==> src/rtl/pc_unit_if.sv <==
`default_nettype none
// ============================================================================
// Module   : pc_unit_if
// Brief    : Redirect request / fetch address bundle for the IF1 program counter
// Revision : 1.0
// ============================================================================
interface pc_unit_if #(
  parameter int unsigned XLEN = 32
);
  logic            en;
  logic            trap_valid;
  logic [XLEN-1:0] trap_target;
  logic            ret_valid;
  logic [XLEN-1:0] ret_target;
  logic            branch_valid;
  logic [XLEN-1:0] branch_target;
  logic [XLEN-1:0] current_pc_if1;
  logic            pc_valid_if1;
  logic            fetch_fault_if1;
  logic [1:0]      fault_cause_if1;
  logic            flush_if1;

  modport master (
    output en, trap_valid, trap_target, ret_valid, ret_target,
           branch_valid, branch_target,
    input  current_pc_if1, pc_valid_if1, fetch_fault_if1,
           fault_cause_if1, flush_if1
  );

  modport slave (
    input  en, trap_valid, trap_target, ret_valid, ret_target,
           branch_valid, branch_target,
    output current_pc_if1, pc_valid_if1, fetch_fault_if1,
           fault_cause_if1, flush_if1
  );
endinterface
`default_nettype wire

==> src/rtl/pc_unit.sv <==
`default_nettype none
// ============================================================================
// Module   : pc_unit
// Brief    : IF1 program counter with prioritised redirects, a one-entry
//            stall buffer and sticky fetch-fault detection
// Revision : 1.0
// ============================================================================
module pc_unit #(
  parameter int unsigned     XLEN         = 32,
  parameter logic [XLEN-1:0] RESET_VECTOR = 32'h8000_0000,
  parameter logic [XLEN-1:0] IMEM_BASE    = 32'h8000_0000,
  parameter logic [XLEN-1:0] IMEM_SIZE    = 32'h0000_0C80,
  parameter int unsigned     INSTR_BYTES  = 4
) (
  input  wire logic  clk,
  input  wire logic  reset,
  pc_unit_if.slave   pc_if
);

  typedef enum logic [1:0] {
    PRIO_NONE   = 2'd0,
    PRIO_BRANCH = 2'd1,
    PRIO_RET    = 2'd2,
    PRIO_TRAP   = 2'd3
  } prio_t;

  localparam logic [XLEN-1:0] c_align_mask = XLEN'(INSTR_BYTES - 1);
  localparam logic [XLEN-1:0] c_step       = XLEN'(INSTR_BYTES);
  localparam logic [XLEN:0]   c_win_lo     = {1'b0, IMEM_BASE};
  localparam logic [XLEN:0]   c_win_hi     = {1'b0, IMEM_BASE} + {1'b0, IMEM_SIZE};

  // {out_of_range, misaligned}; window end is held in XLEN+1 bits so it cannot wrap
  function automatic logic [1:0] f_cause(input logic [XLEN-1:0] addr);
    logic [XLEN:0] ext;
    logic          mis;
    logic          oor;
    ext = {1'b0, addr};
    mis = (addr & c_align_mask) != '0;
    oor = (ext < c_win_lo) || (ext >= c_win_hi);
    return {oor, mis};
  endfunction

  localparam logic [1:0] c_reset_cause = f_cause(RESET_VECTOR);

  logic [XLEN-1:0] pc_q;
  logic [1:0]      cause_q;
  logic            flush_q;
  logic            pend_valid_q;
  prio_t           pend_prio_q;
  logic [XLEN-1:0] pend_target_q;

  prio_t           w_live_prio;
  logic [XLEN-1:0] w_live_target;
  logic            w_take_live;
  logic            w_sel_valid;
  logic [XLEN-1:0] w_sel_target;
  logic [XLEN-1:0] w_seq_pc;

  always_comb begin
    w_live_prio   = PRIO_NONE;
    w_live_target = '0;
    if (pc_if.trap_valid) begin
      w_live_prio   = PRIO_TRAP;
      w_live_target = pc_if.trap_target;
    end else if (pc_if.ret_valid) begin
      w_live_prio   = PRIO_RET;
      w_live_target = pc_if.ret_target;
    end else if (pc_if.branch_valid) begin
      w_live_prio   = PRIO_BRANCH;
      w_live_target = pc_if.branch_target;
    end
  end

  // Live request beats an equal-priority buffered one; the same test decides
  // both buffer replacement during a stall and the final pick when advancing.
  assign w_take_live  = (w_live_prio != PRIO_NONE) &&
                        (!pend_valid_q || (w_live_prio >= pend_prio_q));
  assign w_sel_valid  = w_take_live || pend_valid_q;
  assign w_sel_target = w_take_live ? w_live_target : pend_target_q;
  assign w_seq_pc     = pc_q + c_step;

  always_ff @(posedge clk) begin
    if (reset) begin
      pc_q          <= RESET_VECTOR;
      cause_q       <= c_reset_cause;
      flush_q       <= 1'b0;
      pend_valid_q  <= 1'b0;
      pend_prio_q   <= PRIO_NONE;
      pend_target_q <= '0;
    end else if (pc_if.en) begin
      if (w_sel_valid) begin
        pc_q         <= w_sel_target;
        cause_q      <= f_cause(w_sel_target);
        flush_q      <= 1'b1;
        pend_valid_q <= 1'b0;
        pend_prio_q  <= PRIO_NONE;
      end else if (cause_q == 2'b00) begin
        pc_q    <= w_seq_pc;
        cause_q <= f_cause(w_seq_pc);
        flush_q <= 1'b0;
      end else begin
        flush_q <= 1'b0;
      end
    end else begin
      flush_q <= 1'b0;
      if (w_take_live) begin
        pend_valid_q  <= 1'b1;
        pend_prio_q   <= w_live_prio;
        pend_target_q <= w_live_target;
      end
    end
  end

  assign pc_if.current_pc_if1  = pc_q;
  assign pc_if.fault_cause_if1 = cause_q;
  assign pc_if.fetch_fault_if1 = |cause_q;
  assign pc_if.pc_valid_if1    = ~|cause_q;
  assign pc_if.flush_if1       = flush_q;

endmodule
`default_nettype wire

==> src/flat_wrapper.sv <==
// flat-port wrapper written by rule: the top's interface ports become plain ports
module pc_unit_flat 
#(
  parameter int unsigned     XLEN         = 32,
  parameter logic [XLEN-1:0] RESET_VECTOR = 32'h8000_0000,
  parameter logic [XLEN-1:0] IMEM_BASE    = 32'h8000_0000,
  parameter logic [XLEN-1:0] IMEM_SIZE    = 32'h0000_0C80,
  parameter int unsigned     INSTR_BYTES  = 4
)
  (clk, reset, pc_if_en, pc_if_trap_valid, pc_if_trap_target, pc_if_ret_valid, pc_if_ret_target, pc_if_branch_valid, pc_if_branch_target, pc_if_current_pc_if1, pc_if_pc_valid_if1, pc_if_fetch_fault_if1, pc_if_fault_cause_if1, pc_if_flush_if1);
  pc_unit_if #(.XLEN(XLEN)) pc_if_i ();
  input  wire logic clk;
  input  wire logic reset;
  input wire logic [$bits(pc_if_i.en)-1:0] pc_if_en;
  input wire logic [$bits(pc_if_i.trap_valid)-1:0] pc_if_trap_valid;
  input wire logic [$bits(pc_if_i.trap_target)-1:0] pc_if_trap_target;
  input wire logic [$bits(pc_if_i.ret_valid)-1:0] pc_if_ret_valid;
  input wire logic [$bits(pc_if_i.ret_target)-1:0] pc_if_ret_target;
  input wire logic [$bits(pc_if_i.branch_valid)-1:0] pc_if_branch_valid;
  input wire logic [$bits(pc_if_i.branch_target)-1:0] pc_if_branch_target;
  output wire logic [$bits(pc_if_i.current_pc_if1)-1:0] pc_if_current_pc_if1;
  output wire logic [$bits(pc_if_i.pc_valid_if1)-1:0] pc_if_pc_valid_if1;
  output wire logic [$bits(pc_if_i.fetch_fault_if1)-1:0] pc_if_fetch_fault_if1;
  output wire logic [$bits(pc_if_i.fault_cause_if1)-1:0] pc_if_fault_cause_if1;
  output wire logic [$bits(pc_if_i.flush_if1)-1:0] pc_if_flush_if1;
  assign pc_if_i.en = pc_if_en;
  assign pc_if_i.trap_valid = pc_if_trap_valid;
  assign pc_if_i.trap_target = pc_if_trap_target;
  assign pc_if_i.ret_valid = pc_if_ret_valid;
  assign pc_if_i.ret_target = pc_if_ret_target;
  assign pc_if_i.branch_valid = pc_if_branch_valid;
  assign pc_if_i.branch_target = pc_if_branch_target;
  assign pc_if_current_pc_if1 = pc_if_i.current_pc_if1;
  assign pc_if_pc_valid_if1 = pc_if_i.pc_valid_if1;
  assign pc_if_fetch_fault_if1 = pc_if_i.fetch_fault_if1;
  assign pc_if_fault_cause_if1 = pc_if_i.fault_cause_if1;
  assign pc_if_flush_if1 = pc_if_i.flush_if1;
  pc_unit #(.XLEN(XLEN), .RESET_VECTOR(RESET_VECTOR), .IMEM_BASE(IMEM_BASE), .IMEM_SIZE(IMEM_SIZE), .INSTR_BYTES(INSTR_BYTES)) u_core (.clk(clk), .reset(reset), .pc_if(pc_if_i));
endmodule
==> config.mk <==
export PLATFORM = sky130hd
export DESIGN_NAME = pc_unit_flat
export DESIGN_NICKNAME = d
export VERILOG_FILES = /design/src/rtl/pc_unit_if.sv /design/src/rtl/pc_unit.sv /design/src/flat_wrapper.sv
export SDC_FILE = /design/constraint.sdc
export NUM_CORES = 1
export LEC_CHECK = 0
export ABC_AREA = 1
export ABC_CLOCK_PERIOD_IN_PS = 4670
export CORE_ASPECT_RATIO = 0.75
export CORE_MARGIN = 1.5
export CORE_UTILIZATION = 53
export DETAILED_ROUTE_END_ITERATION = 6
export PLACE_DENSITY = 0.87
export SLEW_MARGIN = 20
export SYNTH_ARGS = -nofsm -noshare
export SYNTH_HDL_FRONTEND = slang
export SYNTH_SLANG_ARGS = --single-unit
export TNS_END_PERCENT = 1
==> constraint.sdc <==
create_clock -name clk -period 4.67 [get_ports clk]
set_clock_uncertainty 0.05 [all_clocks]
set_input_delay 0.934 -clock clk [delete_from_list [all_inputs] [get_ports clk]]
set_output_delay 0.934 -clock clk [all_outputs]
set_load 0.02 [all_outputs]
; Word-level counts from Yosys, hierarchy flattened
; Cells that the tools add are included.
[classes]
add_sub_neg = 1
magnitude_cmp = 5
eq_ne = 1
mux = 18
n_bitwise = 1
reduce_logical = 17
[op_table]
columns = op, n
row1 = $mux 32, 6
row2 = $ge 32x32->1 const B, 2
row3 = $lt 32x32->1 const B, 2
row4 = $reduce_bool 32->1, 2
row5 = $add 32x3->32 const B, 1
row6 = $mux 2, 7
row7 = $reduce_bool 2->1, 3
row8 = $mux 1, 5
row9 = $logic_or 1x1->1, 4
row10 = $reduce_and 2->1, 2
row11 = $reduce_or 2->1, 2
row12 = $ge 2x2->1, 1
row13 = $logic_not 1->1, 2
row14 = $logic_not 2->1, 1
row15 = $ne 2x1->1 const B, 1
row16 = $logic_and 1x1->1, 1
row17 = $not 1->1, 1
[totals]
reg_bits = 70
input_bits = 102
out_inout_bits = 37
word_cells = 49

; Logic depth before layout (Yosys ltp)
; Gate-level depths: netlist of run 1.
[logic_depth]
depth_word = 10
mapped_depth = 22
ltp_nobuf = 19

; Worst setup path before layout of run 1
; OpenSTA, ideal clock, no wires.
[synth_path]
path_kind = in2reg
start = input port pc_if_trap_valid
end = register u_core.cause_q[1] (netlist: u_core.pc_if.fault_cause_if1[1])
setup_ps = 130
arrival_ps = 3085
required_ps = 4490
slack_ps = 1404
path_stages = 19
path_buffers = 4
cell_sequence = buf_2 > buf_2 > buf_1 > nor2_1 > ha_1 > inv_1 > nand2_1 > nand2_1 > nand2_1 > clkbuf_1 > a21boi_0 > nor2_1 > nand2_1 > nor2_1 > nand3_1 > nor2_1 > nor2_1 > nand2_1 > a21oi_2
[synth_between]
elab_chain_len = 8
[synth_lines]
columns = element, line_no
row1 = from (decl), flat_wrapper.sv:15  ; input wire logic [$bits(pc_if_i.trap_valid)-1:0] pc_if_trap_valid;
row2 = $mux 2, pc_unit.sv:62  ; if (pc_if.trap_valid) begin
row3 = $ge 2x2->1, pc_unit.sv:77  ; (!pend_valid_q || (w_live_prio >= pend_prio_q));
row4 = $logic_or 1x1->1, pc_unit.sv:77
row5 = $logic_and 1x1->1, pc_unit.sv:76  ; assign w_take_live = (w_live_prio != PRIO_NONE) &&
row6 = $mux 32, -
row7 = $lt 32x32->1 or $ge 32x32->1 (tied branches), pc_unit.sv:39  ; oor = (ext < c_win_lo) || (ext >= c_win_hi);
row8 = $logic_or 1x1->1, pc_unit.sv:39
row9 = $mux 2, pc_unit.sv:91  ; if (w_sel_valid) begin
row10 = to (signal assigned), pc_unit.sv:85  ; cause_q <= c_reset_cause;
row11 = to (signal assigned), pc_unit.sv:93  ; cause_q <= f_cause(w_sel_target);
row12 = to (signal assigned), pc_unit.sv:99  ; cause_q <= f_cause(w_seq_pc);
row13 = to (decl), pc_unit.sv:46  ; logic [1:0] cause_q;
; Parallel ways exist; a longest one is shown, timed or not.
; A chain may end at the register's enable or synchronous reset.

; Worst setup path in the final report of run 1
[layout_path]
start = input port pc_if_branch_valid
end = register u_core.cause_q[1] (netlist: u_core.pc_if.fault_cause_if1[1])
[layout_between]
elab_chain_len = 10
[layout_lines]
columns = element, line_no
row1 = from (decl), flat_wrapper.sv:19  ; input wire logic [$bits(pc_if_i.branch_valid)-1:0] pc_if_branch_valid;
row2 = $mux 1, pc_unit.sv:68  ; end else if (pc_if.branch_valid) begin
row3 = $mux 2, pc_unit.sv:65  ; end else if (pc_if.ret_valid) begin
row4 = $mux 2, pc_unit.sv:62
row5 = $ge 2x2->1, pc_unit.sv:77
row6 = $logic_or 1x1->1, pc_unit.sv:77
row7 = $logic_and 1x1->1, pc_unit.sv:76
row8 = $mux 32, -
row9 = $lt 32x32->1 or $ge 32x32->1 (tied branches), pc_unit.sv:39
row10 = $logic_or 1x1->1, pc_unit.sv:39
row11 = $mux 2, pc_unit.sv:91
; Parallel ways exist; a longest one is shown, timed or not.

==> flow_metrics.tcl, run 1 <==
set metrics [dict create \
    status "complete, no violations" \
    cellPowerDensity_nw_per_um2 290 \
    cts_buffers 9 \
    reg2reg_to "u_core.pc_if.fault_cause_if1[1]" \
    grt_pass1_vias 5534 \
    routed_via_density 5.55 \
    drive_gt1_frac 0.0628 \
    r2r-start "u_core.pend_prio_q[1]" \
    cts_root_buffer "clkbuf_16" \
    cts_sinks 70 \
    start_util 0.549 \
    design.core.area_um2 9120 \
    cp_data_required_time_ps 4840 \
    path_clk_slew_ps 60 \
    ctsLongestPathBuffers 2 \
    ant_nets 0 \
    row_count 30 \
    grt_pass1_wl_um 27000 \
    die-height_um 87.2 \
    syn_nets 958 \
    crit_fanout 39 \
    postCtsHoldBufs 0 \
    post_cts_buffers 0 \
    post_drt_wl_per_cell_um 15.2 \
    p_leak_uw 0.00275 \
    synth_top_family_by_area "simple AND/OR/NAND/NOR gates" \
    synth_seq_cells 70 \
    tightest_slew_ps 594 \
    worstPathArrival_ps 3890 \
    synthCells 853 \
    power_uw 1950 \
    cp_slowest_stage_delay_ps 620 \
    dp_hpwl_um 12300 \
    ys_types 41 \
    ios 139 \
    postCtsResizedCells 0 \
    port_buffers 138 \
    synth_warnings 0 \
    setup_viol 0 \
    clk_latency_ps 350 \
    ff2ff_setup_slack_ps 2020 \
    worstSetupEndpointType "flip-flop" \
    rr_worst_depth 15 \
    max_clock_freq_mhz 269 \
    syn_area_um2 5000 \
    die_w_um 115 \
    hold_class "flip-flop to flip-flop" \
    dieArea_um2 10000 \
    drt-initial-drc-count 600 \
    tns_ps 0 \
    max_cap_violations 0 \
    ir_drop_mv 0.295 \
    post_synth_fa_ha_maj_area_fraction 0.00750 \
    instances_no_fill 1099 \
    final_util 0.737 \
    worstSetupPathType "input port to flip-flop" \
    fillers 800 \
    yosys.area_share.simple 0.373 \
    antenna_found_initial 0 \
    gp_congestion 1.03 \
    drcViolationCount 0 \
    dpl.cell_count 1083 \
    grt.overflow.total 0 \
    synthMuxAreaShare 0 \
    hold_viol_final 0 \
    h-tree-depth 3 \
    holdWs_ps 410 \
    hp-start "u_core.pend_target_q[6]" \
    synth_compound_area_frac 0.231 \
    rsz0062_at_grt "false" \
    grt_max_degree 49 \
    antennaDiodeCount 0 \
    vias 6102 \
    final_nets 1071 \
    whs_path_depth 2 \
    slew_headroom 0.602 \
    slew_viol_final 0 \
    layout-area-overhead-vs-synth_pct 34.4 \
    first_pass_iters 5 \
    grt_use_total 0.346 \
    wl_um 16700 \
    cts_tree "done" \
    synth_xor_area_frac 0.0175 \
    critPathLaunchType "input port" \
    yosysSeqAreaShare 0.280 \
    syn_avg_cell_area_um2 5.87 \
    crit_chain "clkdlybuf4s50_1, inv_2, nor2_4, nor2_1, ha_1, inv_1, nand2_1, nand2_1, nand2_1, nand2_1, buf_4, nor2_1, nor2_1, nand2_1, nor2_1, nand3_1, nor2_1, nor2_1, nand2_1, a21oi_2" \
    finalCritPeriodShare 0.797 \
    holdPathEnd "u_core.pend_target_q[6]" \
    min_period_ps 3720 \
    slowest_stage "clkdlybuf4s50_1" \
]
metal layers:
metal  vias to the layer above  wire length (um)  global-route usage
met5                         -                 0                   0
met4                         0               443               0.113
met3                        35              1860               0.113
met2                       320              6930               0.515
met1                      2726              7450               0.473
li1                       3021                 -                   -
worst max-delay path, delay by kind of cell:
kind,cells,cell delay (ps)
adder cells (fa/ha/maj),1,270
AO/OA/AOI/OAI,1,50
AND/OR/NAND/NOR,14,1510
buffers and inverters,4,1130
worst max-delay path by stage:
stage	startpoint	depth (start not counted)	end	slack, ps
after global routing	pc_if_branch_valid	20	u_core.pc_if.fault_cause_if1[1]	620
after global placement	pc_if_branch_valid	20	u_core.pc_if.fault_cause_if1[1]	770
after detailed placement	pc_if_branch_valid	20	u_core.pc_if.fault_cause_if1[1]	670
after CTS	pc_if_branch_valid	20	u_core.pc_if.fault_cause_if1[1]	980
final	pc_if_branch_valid	20	u_core.pc_if.fault_cause_if1[1]	950
after floorplan	pc_if_trap_valid	19	u_core.pc_if.fault_cause_if1[1]	1400
cell usage in the layout, fill, tap and decap left out, types with 2 or more instances in the layout:
cell             instances
inv_2                    3
clkinv_1                 2
nor2_1                 120
o311ai_0                 2
o21ai_0                 75
a21boi_0                 8
nand3b_1                 2
a21oi_1                 76
o21a_1                   2
xor2_1                   5
dfxtp_1                 70
o21ai_1                  2
nor2_2                   2
a21oi_2                  2
o221a_2                  2
clkinvlp_4               4
buf_4                   11
a31oi_1                 16
ha_1                     3
nand2_1                261
bufinv_16                2
o211ai_1                 6
o221ai_1                 2
a211oi_1                 2
or2_2                   20
o21bai_1                 2
nand2_2                  2
inv_1                   56
clkdlybuf4s50_1        138
a22oi_1                  4
xnor2_1                  5
a221oi_1                 2
nand3_1                 41
nor3_1                   4
nand4_1                  4
clkbuf_16                9
Yosys cell counts:
master | number | share of area
a211oi_1 | 2 | 0.0030
a21boi_0 | 8 | 0.012
a21oi_1 | 76 | 0.076
a21oi_2 | 2 | 0.0035
a21oi_4 | 1 | 0.0033
a221oi_1 | 2 | 0.0035
a22oi_1 | 4 | 0.0060
a31oi_1 | 16 | 0.020
buf_1 | 2 | 0.0015
buf_2 | 16 | 0.016
buf_4 | 3 | 0.0045
buf_6 | 1 | 0.0022
buf_8 | 1 | 0.0030
clkbuf_1 | 23 | 0.017
clkbuf_2 | 1 | 0.0010
clkinv_1 | 1 | 0.00075
dfxtp_1 | 70 | 0.28
ha_1 | 3 | 0.0075
inv_1 | 57 | 0.043
inv_2 | 3 | 0.0022
nand2_1 | 261 | 0.20
nand2_2 | 2 | 0.0025
nand3_1 | 41 | 0.041
nand3_2 | 1 | 0.0020
nand3b_1 | 2 | 0.0030
nand4_1 | 4 | 0.0050
nor2_1 | 120 | 0.090
nor2_2 | 2 | 0.0025
nor2_4 | 1 | 0.0022
nor3_1 | 4 | 0.0040
o211ai_1 | 6 | 0.0090
o21a_1 | 2 | 0.0030
o21ai_0 | 75 | 0.075
o21ai_1 | 2 | 0.0020
o21bai_1 | 2 | 0.0030
o221a_2 | 2 | 0.0045
o221ai_1 | 2 | 0.0035
o311ai_0 | 2 | 0.0035
or2_2 | 20 | 0.025
xnor2_1 | 5 | 0.0087
xor2_1 | 5 | 0.0087
logic make-up after synthesis:
group,count (synthesis)
xor+xnor,10
simple gates,458
buf+inv,108
fa+ha+maj,3
compound gates,204
flops,70
per-stage QoR:
step | setup WS [ps] | cell area [um^2]
2_1_floorplan | 1400 | 5000
3_3_place_gp | 772 | 6400
3_5_place_dp | 672 | 6400
4_1_cts | 976 | 6730
5_1_grt | 625 | 6730
6_report | 947 | 6730
sequential cells by signal, indices dropped and copies added, names as in the netlist:
| name | flops |
|---|---|
| u_core.pc_if.current_pc_if1 | 32 |
| u_core.pc_if.fault_cause_if1 | 2 |
| u_core.pc_if.flush_if1 | 1 |
| u_core.pend_prio_q | 2 |
| u_core.pend_target_q | 32 |
| u_core.pend_valid_q | 1 |
report_power, final:
part | internal, uW | switching [uW]
Combinational | 227 | 278
Sequential | 648 | 51.6
Clock | 468 | 276
area by class of cell:
class	count	area, um^2	area share
flip-flops and latches	70	1400	0.208
clock buffers	9	225	0.0335
clock inverters	7	98.8	0.0147
repair buffers	149	1460	0.218
multi-input cells	675	3150	0.468
inverters	61	229	0.0340
well taps	128	160	0.0238
(Power assumes the default switching activity.)
==> run 2: changes to the inputs <==
--- a/config.mk
+++ b/config.mk
@@ -6,12 +6,12 @@
 export NUM_CORES = 1
 export LEC_CHECK = 0
 export ABC_AREA = 1
-export ABC_CLOCK_PERIOD_IN_PS = 4670
+export ABC_CLOCK_PERIOD_IN_PS = 3460
 export CORE_ASPECT_RATIO = 0.75
 export CORE_MARGIN = 1.5
-export CORE_UTILIZATION = 53
+export CORE_UTILIZATION = 49
 export DETAILED_ROUTE_END_ITERATION = 6
-export PLACE_DENSITY = 0.87
+export PLACE_DENSITY = 0.81
 export SLEW_MARGIN = 20
 export SYNTH_ARGS = -nofsm -noshare
 export SYNTH_HDL_FRONTEND = slang
==> constraint.sdc (replaced) <==
create_clock -name clk -period 3.46 [get_ports clk]
set_clock_uncertainty 0.05 [all_clocks]
set_input_delay 0.692 -clock clk [delete_from_list [all_inputs] [get_ports clk]]
set_output_delay 0.692 -clock clk [all_outputs]
set_load 0.02 [all_outputs]
==> flow_metrics.tcl, run 2 (synthesis gave the netlist of run 1 again) <==
set metrics [dict create \
    cp_data_required_time_ps 3620 \
    worstSetupPathType "input port to flip-flop" \
    slew_viol_final 0 \
    power.share.sequential 0.351 \
    cts_sinks 70 \
    critPathLaunchType "input port" \
    h-tree-depth 3 \
    fillers 926 \
    rsz0062_at_grt "false" \
    layout_commonest_cell "nand2_1" \
    gp_congestion 0.928 \
    grt_pass1_vias 5476 \
    ff2ff_setup_slack_ps 950 \
    ios 139 \
    row_count 31 \
    post_cts_buffers 0 \
    ir_drop_mv 0.499 \
    p_int_uw 1890 \
    p_leak_uw 0.00282 \
    layout-area-overhead-vs-synth_pct 36.3 \
    clk_latency_ps 340 \
    grt.overflow.total 0 \
    cellPowerDensity_nw_per_um2 395 \
    rr_worst_depth 12 \
    start_util 0.512 \
    status "complete, no violations" \
    layout_common_cells "261 x nand2_1, 138 x clkdlybuf4s50_1, 120 x nor2_1" \
    die-height_um 90.5 \
    dp_hpwl_um 12800 \
    cts_root_buffer "clkbuf_16" \
    hold_class "flip-flop to flip-flop" \
    ctsLongestPathBuffers 2 \
    vias 6128 \
    antenna_found_initial 0 \
    p_sw_uw 804 \
    grt_use_total 0.319 \
    crit_fanout 17 \
    grt_max_degree 62 \
    dieArea_um2 10800 \
    port_buffers 138 \
    finalCritPeriodShare 0.885 \
    switching_share 0.298 \
    path_clk_slew_ps 60 \
    worstSetupEndpointType "flip-flop" \
    holdPathEnd "u_core.pend_target_q[30]" \
    grt_pass1_wl_um 27700 \
    min_period_ps 3060 \
    tightest_slew_ps 578 \
    drive_gt1_frac 0.0714 \
    worstPathArrival_ps 3220 \
    cts_tree "done" \
    max_clock_freq_mhz 327 \
    antennaDiodeCount 0 \
    hp-start "u_core.pend_target_q[30]" \
    whs_path_depth 2 \
    ant_nets 0 \
    setup_viol 0 \
    drt-initial-drc-count 556 \
    drcViolationCount 0 \
    reg2reg_to "u_core.pc_if.fault_cause_if1[1]" \
    hold_viol_final 0 \
    wl_um 17000 \
    routed_via_density 5.51 \
    power_uw 2690 \
    design.core.area_um2 9770 \
    postCtsResizedCells 0 \
    cts_buffers 9 \
    comb_power_share 0.256 \
    die_w_um 120 \
    tns_ps 0 \
    slew_headroom 0.615 \
    r2r-start "u_core.pc_if.current_pc_if1[2]" \
    final_nets 1080 \
    first_pass_iters 5 \
    max_cap_violations 0 \
    post_drt_wl_per_cell_um 15.3 \
    pwr-share-clk 0.393 \
    postCtsHoldBufs 0 \
]
-- run 2: changes by cell type in the layout (fill, tap and decap cells not counted), sizes merged --
| cell | previous run | this run |
|---|---|---|
| buf | 11 | 20 |
| bufinv | 2 | 3 |
| clkinv | 3 | 4 |
| clkinvlp | 4 | 1 |
| inv | 59 | 60 |
-- run 2: power groups by stage --
stage          sequential, uW  combinational (uW)  clock [uW]
2_1_floorplan             982                 348           0
6_report                  945                 691        1060
3_5_place_dp              960                 681           0
5_1_grt                   954                 763        1090
3_3_place_gp              960                 675           0
4_1_cts                   943                 685        1060
-- run 2: worst max path at each step --
stage                      from                         endpoint  slack, ps  cells past startpoint
6_report        pc_if_ret_valid  u_core.pc_if.fault_cause_if1[1]        400                     19
5_1_grt         pc_if_ret_valid  u_core.pc_if.fault_cause_if1[1]        120                     19
4_1_cts         pc_if_ret_valid  u_core.pc_if.fault_cause_if1[1]        430                     19
3_5_place_dp    pc_if_ret_valid  u_core.pc_if.fault_cause_if1[1]        110                     19
3_3_place_gp    pc_if_ret_valid  u_core.pc_if.fault_cause_if1[1]        190                     19
2_1_floorplan  pc_if_trap_valid  u_core.pc_if.fault_cause_if1[1]        440                     19
-- run 2: critical path: stages --
cell and delay, ps:
clkdlybuf4s50_1 610, nor2_4 60, nor2_1 110, ha_1 240, inv_1 50, nand2_1 40
nand2_1 110, nand2_1 80, nand2_1 90, buf_4 220, nor2_1 80, nor2_1 170
nand2_1 110, nor2_1 140, nand3_1 100, nor2_1 130, nor2_1 50, nand2_1 70
a21oi_2 50
-- run 2: per-layer routing --
metal  part of all wire  routed length [um]  vias up  global-route usage
li1                   -                   -     3044                   -
met1               0.46                7860     2739               0.458
met2               0.41                7030      312               0.464
met3               0.10                1750       33              0.0896
met4              0.022                 371        0              0.0893
met5                  0                   0        -                   0
-- run 2: area by class of cell --
cell class                 instances  area, um^2  area share
inverter                          61         229      0.0336
multi-input combinational        675        3150       0.461
sequential                        70        1400       0.205
timing repair buffer             158        1540       0.226
clock buffer                       9         225      0.0330
clock inverter                     7         113      0.0165
tap                              132         165      0.0242
-- run 2: per-stage QoR --
stage	area (um^2)	instances	hold slack [ps]	util	setup WS (ps)
2_1_floorplan	5000	853	375	-	436
3_3_place_gp	6490	1096	390	0.664	190
3_5_place_dp	6490	1096	396	0.664	113
4_1_cts	6820	1112	404	0.698	430
5_1_grt	6820	1112	414	0.698	121
6_report	6820	1112	402	0.698	399
==> run 3: changes to the inputs <==
--- a/config.mk
+++ b/config.mk
@@ -7,6 +7,7 @@
 export LEC_CHECK = 0
 export ABC_AREA = 1
 export ABC_CLOCK_PERIOD_IN_PS = 3460
+export CAP_MARGIN = 40
 export CORE_ASPECT_RATIO = 0.75
 export CORE_MARGIN = 1.5
 export CORE_UTILIZATION = 49
==> results of run 3 <==
Final layout, timing and power as in run 2 (identical DEF).
